===== src/rtl/cnt_sched_pkg.sv =====
// Shared types and defaults for the counter scheduler slice.
// State encoding is fixed at 2 bits so it can be probed directly on debug buses.
package cnt_sched_pkg;

  typedef enum logic [1:0] {
    S_IDLE,
    S_CLEAR,
    S_RUN,
    S_DONE
  } sched_state_t;

  localparam int N_REQ_DEF = 4;
  localparam int CNT_W_DEF = 8;

endpackage


===== src/rtl/cnt_sched_rr_pick.sv =====
// Round-robin picker: first set request at or after ptr, wrapping modulo N.
// Purely combinational, zero latency; no backpressure (valid low when req is empty).
module rr_pick #(
  parameter int N = 4
) (
  input  logic [N-1:0]                        req,
  input  logic [((N > 1) ? $clog2(N) : 1)-1:0] ptr,
  output logic                                valid,
  output logic [((N > 1) ? $clog2(N) : 1)-1:0] idx,
  output logic [N-1:0]                        onehot
);

  localparam int IW = (N > 1) ? $clog2(N) : 1;
  localparam logic [IW:0] N_W = (IW + 1)'(N);

  logic [2*N-1:0] dbl;
  logic [N-1:0]   rot;
  logic [IW:0]    ptr_w;
  logic [IW-1:0]  sel;
  logic [IW:0]    sum;
  logic [IW:0]    sum_wrap;

  always_comb begin
    dbl   = {req, req};
    ptr_w = {1'b0, ptr};
    rot   = dbl[ptr_w +: N];
    valid = |req;

    // Scan downwards so the lowest set bit of the rotated vector wins.
    sel = '0;
    for (int i = N - 1; i >= 0; i--) begin
      if (rot[i]) sel = IW'(i);
    end

    sum      = ptr_w + {1'b0, sel};
    sum_wrap = (sum >= N_W) ? (sum - N_W) : sum;
    idx      = sum_wrap[IW-1:0];
    onehot   = valid ? (N'(1) << idx) : '0;
  end

endmodule


===== src/rtl/cnt_scheduler.sv =====
// Time-shares one external up-counter among N_REQ requesters, round-robin, len cycles each.
// Latency: grant/clr 1 cycle after req, done at len+2; owner dropping req aborts the run.
module cnt_scheduler
  import cnt_sched_pkg::*;
#(
  parameter int N_REQ = N_REQ_DEF,
  parameter int CNT_W = CNT_W_DEF
) (
  input  logic                   clk,
  input  logic                   rst,
  input  logic [N_REQ-1:0]       req,
  input  logic [N_REQ*CNT_W-1:0] len,
  output logic [N_REQ-1:0]       grant,
  output logic [N_REQ-1:0]       done,
  output logic                   busy,
  output logic                   cnt_clr,
  output logic                   cnt_en,
  input  logic [CNT_W-1:0]       cnt_q
);

  localparam int IW = (N_REQ > 1) ? $clog2(N_REQ) : 1;

  sched_state_t     state, state_nx;
  logic [IW-1:0]    ptr, ptr_nx;
  logic [IW-1:0]    own, own_nx;
  logic [N_REQ-1:0] grant_q, grant_nx;
  logic [CNT_W-1:0] len_l, len_l_nx;
  logic [CNT_W-1:0] len_m1;
  logic             own_req;

  logic             pick_vld;
  logic [IW-1:0]    pick_idx;
  logic [N_REQ-1:0] pick_oh;

  function automatic logic [IW-1:0] inc_mod(input logic [IW-1:0] v);
    return (v == IW'(N_REQ - 1)) ? '0 : v + IW'(1);
  endfunction

  rr_pick #(
    .N(N_REQ)
  ) u_pick (
    .req    (req),
    .ptr    (ptr),
    .valid  (pick_vld),
    .idx    (pick_idx),
    .onehot (pick_oh)
  );

  assign len_m1  = len_l - CNT_W'(1);
  assign own_req = req[own];

  always_ff @(posedge clk or posedge rst) begin
    if (rst) begin
      state   <= S_IDLE;
      ptr     <= '0;
      own     <= '0;
      grant_q <= '0;
      len_l   <= '0;
    end else begin
      state   <= state_nx;
      ptr     <= ptr_nx;
      own     <= own_nx;
      grant_q <= grant_nx;
      len_l   <= len_l_nx;
    end
  end

  always_comb begin
    state_nx = state;
    ptr_nx   = ptr;
    own_nx   = own;
    grant_nx = grant_q;
    len_l_nx = len_l;

    case (state)
      S_IDLE: begin
        if (pick_vld) begin
          state_nx = S_CLEAR;
          own_nx   = pick_idx;
          grant_nx = pick_oh;
          for (int i = 0; i < N_REQ; i++) begin
            if (pick_idx == IW'(i)) len_l_nx = len[i*CNT_W +: CNT_W];
          end
        end
      end

      S_CLEAR: begin
        if (!own_req) begin
          state_nx = S_IDLE;
          grant_nx = '0;
          ptr_nx   = inc_mod(own);
        end else if (len_l == '0) begin
          state_nx = S_DONE;
        end else begin
          state_nx = S_RUN;
        end
      end

      S_RUN: begin
        // An out-of-range cnt_q also ends the run so a faulty counter cannot hang us.
        if (!own_req) begin
          state_nx = S_IDLE;
          grant_nx = '0;
          ptr_nx   = inc_mod(own);
        end else if (cnt_q >= len_m1) begin
          state_nx = S_DONE;
        end
      end

      S_DONE: begin
        state_nx = S_IDLE;
        grant_nx = '0;
        ptr_nx   = inc_mod(own);
      end

      default: begin
        state_nx = S_IDLE;
        grant_nx = '0;
      end
    endcase
  end

  assign grant   = grant_q;
  assign done    = (state == S_DONE) ? grant_q : '0;
  assign busy    = (state != S_IDLE);
  assign cnt_clr = (state == S_CLEAR);
  assign cnt_en  = (state == S_RUN);

endmodule

===== config.mk =====
export PLATFORM = sky130hd
export DESIGN_NAME = cnt_scheduler
export DESIGN_NICKNAME = d
export VERILOG_FILES = /design/src/rtl/cnt_sched_pkg.sv /design/src/rtl/cnt_sched_rr_pick.sv /design/src/rtl/cnt_scheduler.sv
export SDC_FILE = /design/constraint.sdc
export NUM_CORES = 1
export LEC_CHECK = 0
export ABC_AREA = 1
export BUFFER_PORTS_ARGS = -buffer_cell sky130_fd_sc_hd__buf_2
export CAP_MARGIN = 10
export CORE_UTILIZATION = 46
export DETAILED_ROUTE_END_ITERATION = 12
export HOLD_SLACK_MARGIN = 0.15
export PLACE_DENSITY_LB_ADDON = 0.12
export SLEW_MARGIN = 20
export SYNTH_ARGS = -nofsm -noshare
export SYNTH_HDL_FRONTEND = slang
export SYNTH_SLANG_ARGS = --single-unit

===== constraint.sdc =====
create_clock -name clk -period 4.5 [get_ports clk]
set_input_delay 0.675 -clock clk [delete_from_list [all_inputs] [get_ports clk]]
set_output_delay 0.675 -clock clk [all_outputs]
set_load 0.05 [all_outputs]

# After elaboration in Yosys (flattened, before gate mapping)

Cells that the tools add are included.

Register bits after elaboration: 18
Logic and storage cells: 61

Add/subtract/negate cells: 4
$lt $le $gt $ge: 3
Eq/ne operators: 10
Shift operators: 2
Multiplexer cells: 24
Reductions and logical operators: 13

Operator list:

| cell                                                                         | count |
|---|---|
| 8-bit two-way mux                                                            | 4 |
| 2-bit two-way mux                                                            | 11 |
| 4-bit two-way mux                                                            | 3 |
| 4-bit one-hot mux with 3 select lines                                        | 1 |
| 2-bit equality test, second input constant                                   | 5 |
| 8-bit greater-or-equal comparator                                            | 1 |
| 8-bit logical NOT                                                            | 1 |
| 2-bit one-hot mux with 4 select lines                                        | 1 |
| 2-bit AND reduction                                                          | 4 |
| 8-bit by 3-bit variable part select with 4-bit output                        | 1 |
| 8-bit by 1-bit subtractor with 8-bit output, second input constant           | 1 |
| 2-bit by 1-bit equality test with 1-bit output, second input constant        | 2 |
| 2-bit logical NOT                                                            | 2 |
| 2-bit inequality test, second input constant                                 | 2 |
| 2-bit one-hot mux with 2 select lines                                        | 1 |
| 2-bit nonzero test                                                           | 2 |
| 4-bit nonzero test                                                           | 1 |
| 4-bit OR reduction                                                           | 1 |
| 1-bit by 2-bit left shift with 4-bit output, first input constant            | 1 |
| 2-bit by 2-bit adder with 3-bit output                                       | 1 |
| 3-bit greater-or-equal comparator, second input constant                     | 1 |
| 2-bit by 3-bit less-than comparator with 1-bit output, second input constant | 1 |
| 3-bit by 2-bit inequality test with 1-bit output, second input constant      | 1 |
| 3-bit AND reduction                                                          | 1 |
| 5 further kinds                                                              | 6 |

# Depth between registers and ports, before layout

Word-level depth: 13
Depth in mapped cells: 16

# Hierarchy

A second synthesis with hierarchy kept.

Cells, all modules: 283
Area total of the unflattened synthesis: 1,815.5 sq um

Modules (own cells, without submodules):

| module        | instances | cells each | area each (sq um) | seq. area each (sq um) |
|---|---|---|---|---|
| cnt_scheduler | 1         | 239        | 1,594.0           | 450.4 |
| rr_pick       | 1         | 44         | 221.5             | 0.0 |

# Worst setup path before layout

No wires, ideal clock.

Path kind: input-to-reg
Start: input req[1]
End: register len_l[0]
Library setup time: 0.116 ns
Arrival: 2.164 ns
Required time: 4.384 ns
Path slack: 2.220 ns
Stages on the path: 15
Path buffers: 1
Path through: nand2_1 nand3_1 nand2_1 nand3_1 a21boi_0 ha_1 xnor2_1 inv_1 nand2_4 nand2_4 buf_6 o21ai_1 nand2_1 nand2_1 nand2_1

Cells in the longest elaborated chain, start to end: 12
Elaborated cells on any way between the ends: 19

Ends and longest elaborated chain:

| what                                                                                                    | line                    | text |
|---|---|---|
| from (decl)                                                                                             | cnt_scheduler.sv:11     | `input logic [N_REQ-1:0] req,` |
| 8-bit by 3-bit variable part select with 4-bit output                                                   | cnt_sched_rr_pick.sv:26 | `rot = dbl[ptr_w +: N];` |
| 2-bit two-way mux (4 in a row)                                                                          | cnt_sched_rr_pick.sv:32 | `if (rot[i]) sel = IW'(i);` |
| 2-bit by 2-bit adder with 3-bit output                                                                  | cnt_sched_rr_pick.sv:35 | `sum = ptr_w + {1'b0, sel};` |
| 3-bit greater-or-equal comparator / 2-bit by 1-bit subtractor with 2-bit output (equally long branches) | cnt_sched_rr_pick.sv:36 | `sum_wrap = (sum >= N_W) ? (sum - N_W) : sum;` |
| 2-bit two-way mux                                                                                       | cnt_sched_rr_pick.sv:36 |  |
| 2-bit by 1-bit equality test with 1-bit output                                                          | cnt_scheduler.sv:82     | `if (pick_idx == IW'(i)) len_l_nx = len[i*CNT_W +: CNT_W];` |
| 8-bit two-way mux (3 in a row)                                                                          | cnt_scheduler.sv:82     |  |
| to (signal assigned)                                                                                    | cnt_scheduler.sv:64     | `len_l <= len_l_nx;` |
| to (decl)                                                                                               | cnt_scheduler.sv:27     | `logic [CNT_W-1:0] len_l, len_l_nx;` |

Several ways; a longest one is shown, not always the timed one.
A chain may end at the register's enable or synchronous reset.

# Worst setup path after layout

Start: register ptr[0]
End: register len_l[3]

Cells in the longest elaborated chain, start to end: 12
Elaborated cells on any way between the ends: 18

Ends and longest elaborated chain:

| what                                                                                                    | line                    | text |
|---|---|---|
| from (decl)                                                                                             | cnt_scheduler.sv:24     | `logic [IW-1:0] ptr, ptr_nx;` |
| from (signal assigned)                                                                                  | cnt_scheduler.sv:61     | `ptr <= ptr_nx;` |
| 8-bit by 3-bit variable part select with 4-bit output                                                   | cnt_sched_rr_pick.sv:26 |  |
| 2-bit two-way mux (4 in a row)                                                                          | cnt_sched_rr_pick.sv:32 |  |
| 2-bit by 2-bit adder with 3-bit output *                                                                | cnt_sched_rr_pick.sv:35 |  |
| 3-bit greater-or-equal comparator / 2-bit by 1-bit subtractor with 2-bit output (equally long branches) | cnt_sched_rr_pick.sv:36 |  |
| 2-bit two-way mux *                                                                                     | cnt_sched_rr_pick.sv:36 |  |
| via pick_idx[0]                                                                                         | cnt_scheduler.sv:32     | `logic [IW-1:0] pick_idx;` |
| 2-bit by 1-bit equality test with 1-bit output                                                          | cnt_scheduler.sv:82     |  |
| 8-bit two-way mux (3 in a row)                                                                          | cnt_scheduler.sv:82     |  |

Mark *: on every way through the listed nets, which the timed path passes. The rest lies on a longest branch.

==> flow_metrics.py <==
metrics = {
    "yosys": {
        "synth.top_cell.area_share_pct": 26.1,
        "synth_mux_area_share_pct": 0,
        "synth_common_cells": "nand2_1, inv_1, nand3_1, dfrtp_1, o21ai_1",
        "synth_area_um2": 1730,
        "synthTopCellsByArea": "dfrtp_1, nand2_1, ha_1",
        "synth_edf_count": 0,
        "yosysWarnings": 0,
        "synth_top_area_cell": "dfrtp_1",
        "post-synth-top-count-cell": "nand2_1",
        "synth-seq-area-share_pct": 26.1,
        "synth_top_family_by_area": "simple AND/OR/NAND/NOR gates",
        "yosys.cell_types.count": 28,
        "synth_nets": 327,
        "synth_cells": 266,
        "yosys.area_share.xor_xnor_pct": 3.04,
        "synth-compound-area-share_pct": 11.3,
        "synth_area_per_cell_um2": 6.50,
        "synth_async_sr_flop_share_pct": 100,
        "synthFlopType": "dfrtp_1",
        "yosys.area_share.simple_pct": 36.0,
        "synth_fa_ha_area_share_pct": 10.9,
        "synth_seq_cells": 18,
    },
    "global_route": {
        "use_met3_pct": 4.17,
        "grt_overflow": 0,
        "grt_pass1_wl_mm": 6.49,
        "gr-max-usage-layer": "met2",
        "grt_pass1_vias": 1534,
        "grtUsageMet1_pct": 26.7,
        "met2_usage_pct": 33.7,
        "grt_max_degree": 22,
        "antenna_found_initial": 0,
        "grt_usage_pct": 20.1,
    },
    "die": {
        "row_count": 21,
        "die_h_um": 63.3,
        "num_io_pins": 57,
        "die_x_um": 63.3,
        "die_area_um2": 4010,
        "start_util_pct": 49.8,
        "core_area_um2": 3470,
    },
    "pwr": {
        "internal-power_mw": 0.761,
        "pwr-share-comb_pct": 74.3,
        "p_switching_mw": 0.996,
        "irDropWorstVdd_v": 0.000388,
        "power_density_nw_per_um2": 838,
        "p_clk_share_pct": 7.7,
        "share_seq_of_total_power_pct": 18.0,
        "leakagePower_nw": 1.28,
        "netSwitchingFraction_pct": 56.7,
        "p_total_mw": 1.76,
    },
    "drt": {
        "drc": 0,
        "num_vias": 1783,
        "wl_per_cell_um": 10.3,
        "drt_iter0_drc": 102,
        "drt.antenna.violating_nets": 0,
        "drt_first_pass_iters": 4,
        "drt-total-wl_mm": 3.80,
        "vias_per_cell": 4.85,
    },
    "timing": {
        "hold_viol": 0,
        "final.setup_skew_ps": 3.78,
        "tightest_slew_ps": 753,
        "setup_viol_count_final": 0,
        "period_needed_ps": 2490,
        "finalSetupTns_ps": 0,
        "rsz0062_at_grt": "no",
        "period_share_pct": 55.4,
        "max_freq_mhz": 401,
        "maxSlewViolCount": 0,
        "worst_slack_ps": 2010,
        "maxSlewHeadroom_pct": 49.6,
        "whs_ps": 488,
    },
    "clock_tree": {
        "cts_hold_buffers": 0,
        "cts.sinks": 18,
        "cts_tree": "built",
        "cts.path.max_buffers": 2,
        "cts_setup_buffers": 0,
        "clock-root-buffer": "clkbuf_8",
        "clk_latency_ps": 260,
        "htree_levels": 1,
        "cts_resized": 0,
        "cts.reportedPaths.clkPinSlew_ps": 70,
        "cts_buffers": 3,
    },
    "finish": {
        "diodes": 0,
        "fillers": 344,
        "drive_above_1_share_pct": 22.7,
        "num-nets-final": 384,
        "area_growth_pct": 21.4,
    },
    "critical_path": {
        "arrival_ps": 2690,
        "start_kind": "flop",
        "crit_type": "reg -> reg",
        "crit_path_end_kind": "flop",
        "crit_fanout": 21,
        "required_ps": 4700,
    },
    "place": {
        "dp_hpwl_mm": 3.10,
        "place_ws_ps": 1760,
        "numPortBuffers": 56,
        "gp_congestion": 0.791,
    },
    "outcome": {
        "status": "finished clean",
    },
    "run": {
        "max-cap-violations": 0,
    },
    "min_path": {
        "holdCritPathClass": "reg -> reg",
    },
}
==> worst max-delay path, stage by stage, from the launching register on <==
cell and delay, ps:
dfrtp_1 470, inv_2 110, nand2_1 70, nand3_1 70
nand2_1 100, nand3_1 90, a21boi_0 80, ha_1 760
nand3_2 310, nand2_1 120, nand3_1 70, nand2_1 80
nand2_1 50, nand2_1 50
==> state kept, by name (all words and copies together) (netlist names) <==
| signal | flops |
|---|---|
| state | 2 |
| ptr | 2 |
| len_l | 8 |
| own | 2 |
| grant | 4 |
==> layout make-up <==
type / instances / area [um2] / area share (%)
clock buffer: 4 / 55.1 / 2.63
sequential: 18 / 450 / 21.5
timing repair buffer: 56 / 280 / 13.4
tap: 46 / 57.6 / 2.74
inverter: 52 / 196 / 9.37
multi-input combinational: 192 / 1060 / 50.4
==> routing by layer <==
layer	vias to the layer above	wire length, um
li1	960	-
met1	772	1900
met2	49	1700
met3	2	194
met4	0	8
met5	-	0
==> stage by stage <==
stage	cells	util, %	area (um2)
floorplan	266	-	1730
global placement	364	58.9	2040
detailed placement	364	58.9	2040
CTS	368	60.5	2100
global route	368	60.5	2100
finish	368	60.5	2100
==> worst paths after layout <==
path	from	endpoint	slack, ps	cells past startpoint
worst max-delay path	ptr[0]	len_l[3]	2010	13
worst min-delay path	len_l[0]	len_l[0]	490	2
worst max register to register	ptr[0]	len_l[3]	2010	13
worst min register to register	len_l[0]	len_l[0]	490	2
max in group asynchronous	rst	len_l[4]	3530	2
min in group asynchronous	rst	state[1]	520	2
==> logic make-up (layout without fill, tap and decap cells) <==
kind of cell / count (synthesis) / after routing
buf+inv: 56 / 112
flops: 18 / 18
compound gates: 36 / 36
simple gates: 135 / 135
fa+ha+maj: 15 / 15
xor+xnor: 6 / 6
==> power groups by stage <==
stage | Combinational (mW) | Sequential, mW | Clock (mW)
after detailed placement | 1.31 | 0.319 | 0
after CTS | 1.32 | 0.316 | 0.136
final | 1.31 | 0.317 | 0.135
after floorplan | 1.08 | 0.325 | 0
after global routing | 1.51 | 0.327 | 0.144
after global placement | 1.29 | 0.320 | 0
==> placed cells by master (no fill, tap or decap), types with 4 or more instances in the layout <==
master    instances
o21ai_0           8
dfrtp_1          18
clkbuf_8          4
ha_1             15
inv_1            49
nand2_1          83
nand4_1          11
buf_2            56
nand2_4           4
nand3_1          21
nor2_1            9
a21oi_1           8
o21ai_1          16
Power figures use the tool's default switching activity.
